--- config.mk ---
export PLATFORM = sky130hd
export DESIGN_NAME = serial_frame_tx
export DESIGN_NICKNAME = d
export VERILOG_FILES = /design/src/rtl/serial_frame_pkg.sv /design/src/rtl/serial_frame_tx_bit_timer.sv /design/src/rtl/serial_frame_tx.sv
export SDC_FILE = /design/constraint.sdc
export NUM_CORES = 1
export LEC_CHECK = 0
export CAP_MARGIN = 25
export CELL_PAD_IN_SITES_DETAIL_PLACEMENT = 0
export CELL_PAD_IN_SITES_GLOBAL_PLACEMENT = 1
export CORE_MARGIN = 4
export CORE_UTILIZATION = 44
export CTS_CLUSTER_SIZE = 16
export DETAILED_ROUTE_END_ITERATION = 10
export PLACE_DENSITY_LB_ADDON = 0.1
export SYNTH_ARGS = -nofsm -noshare
export SYNTH_HDL_FRONTEND = slang
export SYNTH_SLANG_ARGS = --single-unit
export TNS_END_PERCENT = 1
--- constraint.sdc ---
create_clock -name clk -period 3.7 [get_ports clk]
set_input_delay 0.74 -clock clk [delete_from_list [all_inputs] [get_ports clk]]
set_output_delay 0.74 -clock clk [all_outputs]
set_load 0.01 [all_outputs]
--- src/rtl/serial_frame_pkg.sv ---
// Shared types and constants for the serial frame transmitter.
package serial_frame_pkg;

  typedef enum logic [1:0] {
    IDLE  = 2'd0,
    START = 2'd1,
    DATA  = 2'd2,
    STOP  = 2'd3
  } tx_state_e;

  localparam logic LINE_IDLE = 1'b1;

  // Clock cycles from the first START cycle through the last STOP cycle.
  function automatic int unsigned frame_len(input int unsigned width, input int unsigned bit_cycles);
    return (width + 32'd2) * bit_cycles;
  endfunction

endpackage

--- src/rtl/serial_frame_tx_bit_timer.sv ---
// Bit-period timer: counts 0..BIT_CYCLES-1 and flags the terminal count.
module bit_timer
  import serial_frame_pkg::*;
#(
  parameter int BIT_CYCLES = 4
) (
  input  logic clk,
  input  logic clr_n,
  input  logic restart,
  output logic tick
);

  localparam int CW = $clog2(BIT_CYCLES) + 1;
  localparam logic [CW-1:0] CNT_LAST = CW'(BIT_CYCLES - 1);

  logic [CW-1:0] cnt_q;
  logic [CW-1:0] cnt_d;

  assign tick = (cnt_q == CNT_LAST);

  // Next count: hold at zero while restarted, wrap on the terminal count.
  always_comb begin
    cnt_d = cnt_q;
    if (restart) begin
      cnt_d = '0;
    end else if (tick) begin
      cnt_d = '0;
    end else begin
      cnt_d = cnt_q + CW'(1);
    end
  end

  // Counter register.
  always_ff @(posedge clk or negedge clr_n) begin
    if (!clr_n) begin
      cnt_q <= '0;
    end else begin
      cnt_q <= cnt_d;
    end
  end

endmodule

--- src/rtl/serial_frame_tx.sv ---
// Serial frame transmitter: start bit, WIDTH data bits LSB-first, stop bit,
// each held BIT_CYCLES clocks. Line and busy are registered.
module serial_frame_tx
  import serial_frame_pkg::*;
#(
  parameter int WIDTH      = 8,
  parameter int BIT_CYCLES = 4
) (
  input  logic             clk,
  input  logic             clr_n,
  input  logic [WIDTH-1:0] tx_data,
  input  logic             tx_valid,
  output logic             tx_ready,
  input  logic             abort,
  output logic             Dout,
  output logic             busy
);

  localparam int BW = $clog2(WIDTH) + 1;
  localparam logic [BW-1:0] BIT_LAST = BW'(WIDTH - 1);

  tx_state_e        state_q, state_d;
  logic [WIDTH-1:0] shift_q, shift_d;
  logic [BW-1:0]    bit_cnt_q, bit_cnt_d;
  logic             dout_q, dout_d;
  logic             busy_q, busy_d;
  logic             run_q, run_d;
  logic             accept;
  logic             restart;
  logic             tick;

  // run_q keeps tx_ready low until the first edge after reset release.
  assign tx_ready = run_q & (state_q == IDLE) & ~abort;
  assign accept   = tx_valid & tx_ready;
  assign restart  = abort | (state_q == IDLE);
  assign Dout     = dout_q;
  assign busy     = busy_q;

  bit_timer #(
    .BIT_CYCLES(BIT_CYCLES)
  ) u_bit_timer (
    .clk    (clk),
    .clr_n  (clr_n),
    .restart(restart),
    .tick   (tick)
  );

  // Frame sequencing, shifting and registered line/busy decode from next state.
  always_comb begin
    state_d   = state_q;
    shift_d   = shift_q;
    bit_cnt_d = bit_cnt_q;
    run_d     = 1'b1;
    if (abort) begin
      state_d   = IDLE;
      bit_cnt_d = '0;
    end else begin
      case (state_q)
        IDLE: begin
          if (accept) begin
            state_d   = START;
            shift_d   = tx_data;
            bit_cnt_d = '0;
          end else begin
            state_d = IDLE;
          end
        end
        START: begin
          if (tick) begin
            state_d = DATA;
          end else begin
            state_d = START;
          end
        end
        DATA: begin
          if (tick) begin
            shift_d   = shift_q >> 1'b1;
            bit_cnt_d = bit_cnt_q + BW'(1);
            if (bit_cnt_q == BIT_LAST) begin
              state_d = STOP;
            end else begin
              state_d = DATA;
            end
          end else begin
            state_d = DATA;
          end
        end
        STOP: begin
          if (tick) begin
            state_d   = IDLE;
            bit_cnt_d = '0;
          end else begin
            state_d = STOP;
          end
        end
        default: begin
          state_d   = IDLE;
          bit_cnt_d = '0;
        end
      endcase
    end

    case (state_d)
      IDLE:    dout_d = LINE_IDLE;
      START:   dout_d = 1'b0;
      DATA:    dout_d = shift_d[0];
      STOP:    dout_d = LINE_IDLE;
      default: dout_d = LINE_IDLE;
    endcase
    busy_d = (state_d != IDLE);
  end

  // State and datapath registers.
  always_ff @(posedge clk or negedge clr_n) begin
    if (!clr_n) begin
      state_q   <= IDLE;
      shift_q   <= '0;
      bit_cnt_q <= '0;
      dout_q    <= LINE_IDLE;
      busy_q    <= 1'b0;
      run_q     <= 1'b0;
    end else begin
      state_q   <= state_d;
      shift_q   <= shift_d;
      bit_cnt_q <= bit_cnt_d;
      dout_q    <= dout_d;
      busy_q    <= busy_d;
      run_q     <= run_d;
    end
  end

endmodule

==> impl_metrics.env, run 1 <==
export IMPL_drv_slew=0
export IMPL_fin_tns_setup_ps=0
export IMPL_p_leak_nw=0.527
export IMPL_layout_commonest_cell="dfrtp_1"
export IMPL_drt_iter0_drc=13
export IMPL_syn_inst=101
export IMPL_die_area_sq_um=3200
export IMPL_path_clk_slew_ps=110
export IMPL_yosys_area_top_type="dfrtp_1"
export IMPL_cts_made_buffers=3
export IMPL_synth_async_sr_flop_share=1.00
export IMPL_hold_class="reg -> reg"
export IMPL_hpwl_mm=1.41
export IMPL_tightest_slew_ps=914
export IMPL_rsz0062_at_grt="false"
export IMPL_yosysUniqueCellTypes=37
export IMPL_crit_slowest_cell="clkdlybuf4s50_1"
export IMPL_max_freq_mhz=338
export IMPL_first_pass_iters=6
export IMPL_fin_crit_sh=0.799
export IMPL_seq_area_frac_synth=0.484
export IMPL_synth_top_area_share=0.458
export IMPL_place_gp_congestion=0.807
export IMPL_clockBufferDepth=2
export IMPL_grt_pass1_vias=710
export IMPL_powerDensity_nw_per_um2=356
export IMPL_required_ps=2960
export IMPL_coreArea_sq_um=2230
export IMPL_peakVddDrop_uv=280
export IMPL_ff2ff_path_depth=8
export IMPL_port_buffers=14
export IMPL_startpoint="abort"
export IMPL_start_kind="input pin"
export IMPL_clock_latency_ps=300
export IMPL_relSlewSlack=0.389
export IMPL_cpPeakStageDelay_ps=590
export IMPL_synthFlopType="dfrtp_1"
export IMPL_cts_root_buffer="clkbuf_4"
export IMPL_grt_pass1_wl_mm=3.35
export IMPL_path_cells="clkdlybuf4s50_1 -> nor4b_1 -> clkdlybuf4s50_1"
export IMPL_cp_common_cell="clkdlybuf4s50_1"
export IMPL_area_growth_pct=18.5
export IMPL_postCtsHoldBufs=0
export IMPL_numPlacedInstances=140
export IMPL_grt_overflow_total=0
export IMPL_yosys_warnings=0
export IMPL_synth_area_top_cells="dfrtp_1, ha_1, nor2_1"
export IMPL_rows=17
export IMPL_worst_clock_skew_ps=1.39
export IMPL_cts_resized=0
export IMPL_r2r_start="u_bit_timer.cnt_q[0]$_DFF_PN0_"
export IMPL_vias=775
export IMPL_cts_setup_buffers=0
export IMPL_syn_area_sq_um=1040
export IMPL_finalWirelength_mm=1.95
export IMPL_setup_viol=0
export IMPL_layout_min_cycle_time_ps=2960
export IMPL_crit_type="in -> out"
export IMPL_end_kind="output port"
export IMPL_worstHoldStart="u_bit_timer.cnt_q[0]$_DFF_PN0_"
export IMPL_nNetsFinal=134
export IMPL_status="completed"
export IMPL_ios=15
export IMPL_tritoncts="done"
export IMPL_crit_path_max_fanout=10
export IMPL_wire_per_inst_microns=13.5
export IMPL_syn_area_per_cell_sq_um=10.3
export IMPL_via_per_inst=5.38
export IMPL_fin_cells=144
export IMPL_synth_edff_count=0
export IMPL_die_h_microns=56.6
export IMPL_n_antenna_cell=0
export IMPL_fillers=209
export IMPL_antenna_found_initial=0
export IMPL_layout_common_cells="dfrtp_1, clkdlybuf4s50_1, nor2_1, a21oi_1"
export IMPL_crit_arrival_ps=2220
export IMPL_dieWidth_microns=56.6
export IMPL_track_usage=0.132
export IMPL_layout_drive_gt1_share=0.112
export IMPL_initial_core_util=0.464
export IMPL_hold_depth=1
export IMPL_power_mw=0.438
export IMPL_clock_sinks=20
export IMPL_yosys_register_bits=20
export IMPL_postSynthNetCount=118
export IMPL_drc=0
export IMPL_final_util=0.550
export IMPL_hold_viol=0
export IMPL_grt_max_degree=21
export IMPL_drv_cap=0
export IMPL_h_tree_depth=1
export IMPL_antenna_left=0
-- path summary, 6_finish.rpt --
path	endpoint	slack (ps)
worst max-delay path	tx_ready	740
worst min-delay path	u_bit_timer.cnt_q[0]$_DFF_PN0_	460
worst max register to register	Dout$_DFF_PN1_	1430
worst min register to register	u_bit_timer.cnt_q[0]$_DFF_PN0_	460
max in group asynchronous	bit_cnt_q[2]$_DFFE_PN0P_	2200
min in group asynchronous	u_bit_timer.cnt_q[1]$_DFF_PN0_	940
-- synthesized netlist by cell type, drive strengths merged (2+ instances only) --
cell / number
a21oi: 9
a22oi: 6
buf: 3
dfrtp: 19
ha: 5
inv: 3
nand2: 6
nand3b: 4
nor2: 13
nor2b: 2
nor3: 4
nor3b: 2
nor4b: 2
o21ai: 5
-- worst max-delay path: cells and delay by family --
family                 cells  cell delay (ps)
and+or+nand+nor            1              300
buffers and inverters      2             1170
-- cell type report --
type,instances,area (sq um),share of cell area
clock buffers,4,36.3,0.0295
flip-flops and latches,20,502,0.408
well taps,28,35.0,0.0285
inverters,3,11.3,0.00916
multi-input cells,74,497,0.404
repair buffers,15,148,0.120
-- cell families after synthesis --
group,after synthesis,share of synthesized area
buffers and inverters,7,0.0374
flip-flops,20,0.484
XOR/XNOR,1,0.00845
adder cells (fa/ha/maj),5,0.0603
AND/OR/NAND/NOR,41,0.238
AO/OA/AOI/OAI,24,0.148
other,1,0.00362
multiplexers,2,0.0205
-- state kept, by name (all words and copies together), names as in the netlist --
signal	count
bit_cnt_q	4
u_bit_timer.cnt_q	3
Dout	1
shift_q	8
run_q	1
busy	1
state_q	2
-- power by group --
part / switching, mW / internal (mW) / total [mW]
Combinational: 0.0292 / 0.0311 / 0.0603
Sequential: 0.0115 / 0.239 / 0.250
Clock: 0.0671 / 0.0600 / 0.127
Total: 0.108 / 0.330 / 0.438
-- stage by stage --
step / setup WS, ps / hold slack (ps) / instance area, sq um
after CTS: 725 / 461 / 1230
after global routing: 603 / 476 / 1230
after global placement: 764 / 432 / 1190
after floorplan: 1410 / 419 / 1040
final: 742 / 461 / 1230
after detailed placement: 716 / 441 / 1190
-- metal layers --
layer / share of wire / track usage
met5: 0 / 0
met4: 0.0062 / 0.0203
met3: 0.043 / 0.0506
met2: 0.44 / 0.182
met1: 0.51 / 0.199
Note: power is estimated with default switching activity, not from simulation.
==> run 2: changes to the inputs <==
--- a/config.mk
+++ b/config.mk
@@ -9,7 +9,7 @@
 export CELL_PAD_IN_SITES_DETAIL_PLACEMENT = 0
 export CELL_PAD_IN_SITES_GLOBAL_PLACEMENT = 1
 export CORE_MARGIN = 4
-export CORE_UTILIZATION = 44
+export CORE_UTILIZATION = 41
 export CTS_CLUSTER_SIZE = 16
 export DETAILED_ROUTE_END_ITERATION = 10
 export PLACE_DENSITY_LB_ADDON = 0.1
==> constraint.sdc (replaced) <==
create_clock -name clk -period 3 [get_ports clk]
set_input_delay 0.6 -clock clk [delete_from_list [all_inputs] [get_ports clk]]
set_output_delay 0.6 -clock clk [all_outputs]
set_load 0.01 [all_outputs]
==> run 2 against run 1 <==
Final cell count is 0.69% higher; combinational power up 25%; largest power group unchanged; clock-buffer cell count is the same; register-to-register slack lost 710 ps; global-route usage decreased by 0.54 points; critical path depth did not move; critical path type unchanged; flip-flop and latch count unchanged; highest routed layer unchanged.
==> impl_metrics.env, run 2 (same netlist as run 1, synthesis figures left out) <==
export IMPL_seq_area_sq_um=502
export IMPL_cts_made_buffers=3
export IMPL_grt_overflow_total=0
export IMPL_relSlewSlack=0.410
export IMPL_min_to="u_bit_timer.cnt_q[0]$_DFF_PN0_"
export IMPL_peakVddDrop_uv=413
export IMPL_nNetsFinal=135
export IMPL_hpwl_mm=1.47
export IMPL_wire_per_inst_microns=13.8
export IMPL_status="completed"
export IMPL_area_growth_pct=19.2
export IMPL_tightest_slew_ps=882
export IMPL_postCtsHoldBufs=0
export IMPL_ff2ff_path_depth=8
export IMPL_n_antenna_cell=0
export IMPL_clock_latency_ps=290
export IMPL_worstHoldStart="u_bit_timer.cnt_q[0]$_DFF_PN0_"
export IMPL_antenna_found_initial=0
export IMPL_start_kind="input pin"
export IMPL_track_usage=0.127
export IMPL_layout_commonest_cell="dfrtp_1"
export IMPL_crit_type="in -> out"
export IMPL_cp_common_cell="clkdlybuf4s50_1"
export IMPL_crit_slowest_cell="clkdlybuf4s50_1"
export IMPL_r2r_end="Dout$_DFF_PN1_"
export IMPL_dieWidth_microns=58.3
export IMPL_dpl_cell_area_sq_um=1200
export IMPL_p_leak_nw=0.533
export IMPL_coreArea_sq_um=2320
export IMPL_worst_clock_skew_ps=0.683
export IMPL_cts_root_buffer="clkbuf_4"
export IMPL_rsz0062_at_grt="false"
export IMPL_fin_tns_setup_ps=0
export IMPL_initial_core_util=0.447
export IMPL_rows=17
export IMPL_top_regs="shift_q x8, bit_cnt_q x4, u_bit_timer.cnt_q x3"
export IMPL_end_kind="output port"
export IMPL_port_buffers=14
export IMPL_grt_max_degree=21
export IMPL_layout_min_cycle_time_ps=2560
export IMPL_largest_reg_flops=8
export IMPL_fillers=225
export IMPL_cpPeakStageDelay_ps=590
export IMPL_crit_arrival_ps=1960
export IMPL_grt_pass1_wl_mm=3.33
export IMPL_max_freq_mhz=391
export IMPL_antenna_left=0
export IMPL_drt_iter0_drc=21
export IMPL_cts_setup_buffers=0
export IMPL_powerDensity_nw_per_um2=435
export IMPL_cts_resized=0
export IMPL_via_per_inst=5.41
export IMPL_r2r_slack_ps=720
export IMPL_hold_depth=1
export IMPL_clock_sinks=20
export IMPL_required_ps=2400
export IMPL_ios=15
export IMPL_multiInputGateArea_sq_um=497
export IMPL_final_cell_area_sq_um=1240
export IMPL_drv_cap=0
export IMPL_h_tree_depth=1
export IMPL_vias=785
export IMPL_die_area_sq_um=3400
export IMPL_top_register="shift_q"
export IMPL_tritoncts="done"
export IMPL_r2r_start="u_bit_timer.cnt_q[0]$_DFF_PN0_"
export IMPL_grt_pass1_vias=688
export IMPL_path_clk_slew_ps=110
export IMPL_path_cells="clkdlybuf4s50_1 -> nor4b_1 -> clkdlybuf4s50_1"
export IMPL_clockBufferDepth=2
export IMPL_first_pass_iters=4
export IMPL_die_h_microns=58.3
export IMPL_layout_common_cells="dfrtp_1, clkdlybuf4s50_1, nor2_1, a21oi_1"
export IMPL_setup_viol=0
export IMPL_fin_crit_sh=0.853
export IMPL_hold_class="reg -> reg"
export IMPL_drc=0
export IMPL_place_gp_congestion=0.721
export IMPL_layout_drive_gt1_share=0.120
export IMPL_crit_path_max_fanout=3
export IMPL_drv_slew=0
export IMPL_hold_viol=0
export IMPL_finalWirelength_mm=2.00
==> run 2: changes by cell type in the layout (fill, tap and decap cells not counted) <==
cell / previous run / this run
buf_4: 1 / 2
==> run 2: how the worst max path moves through the flow <==
stage	from	end
6_report	abort	tx_ready
5_1_grt	abort	tx_ready
4_1_cts	abort	tx_ready
3_5_place_dp	tx_valid	Dout$_DFF_PN1_
3_3_place_gp	tx_valid	Dout$_DFF_PN1_
2_1_floorplan	u_bit_timer.cnt_q[0]$_DFF_PN0_	Dout$_DFF_PN1_
==> run 2: where the power goes <==
part	switching (mW)	internal [mW]	total, mW
combinational	0.0361	0.0390	0.0751
clock	0.0802	0.0739	0.154
sequential	0.0144	0.295	0.309
total	0.131	0.407	0.538
==> run 2: worst max-delay path, delay by kind of cell <==
family | cells | cell delay, ps
buf+inv | 2 | 1080
simple gates | 1 | 280
==> run 2: layer usage <==
metal	track usage	vias up	part of all wire
met1	0.189	382	0.50
li1	-	392	-
met5	0	-	0
met4	0.0199	0	0.0070
met3	0.0417	2	0.036
met2	0.182	9	0.46
==> run 2: through the flow <==
step                hold slack, ps  instances   util  setup slack [ps]  power, mW
floorplan                      304        101      -               905      0.354
global placement               431        141  0.518               359      0.389
detailed placement             452        141  0.518               274      0.390
CTS                            472        145  0.533               428      0.547
global route                   479        145  0.533               345      0.574
finish                         464        145  0.533               442      0.538
==> run 2: final cells by class <==
cell class	instances	share of cell area
multi-input combinational	74	0.402
timing repair buffer	16	0.126
sequential	20	0.406
tap	28	0.0283
inverter	3	0.00911
clock buffer	4	0.0294
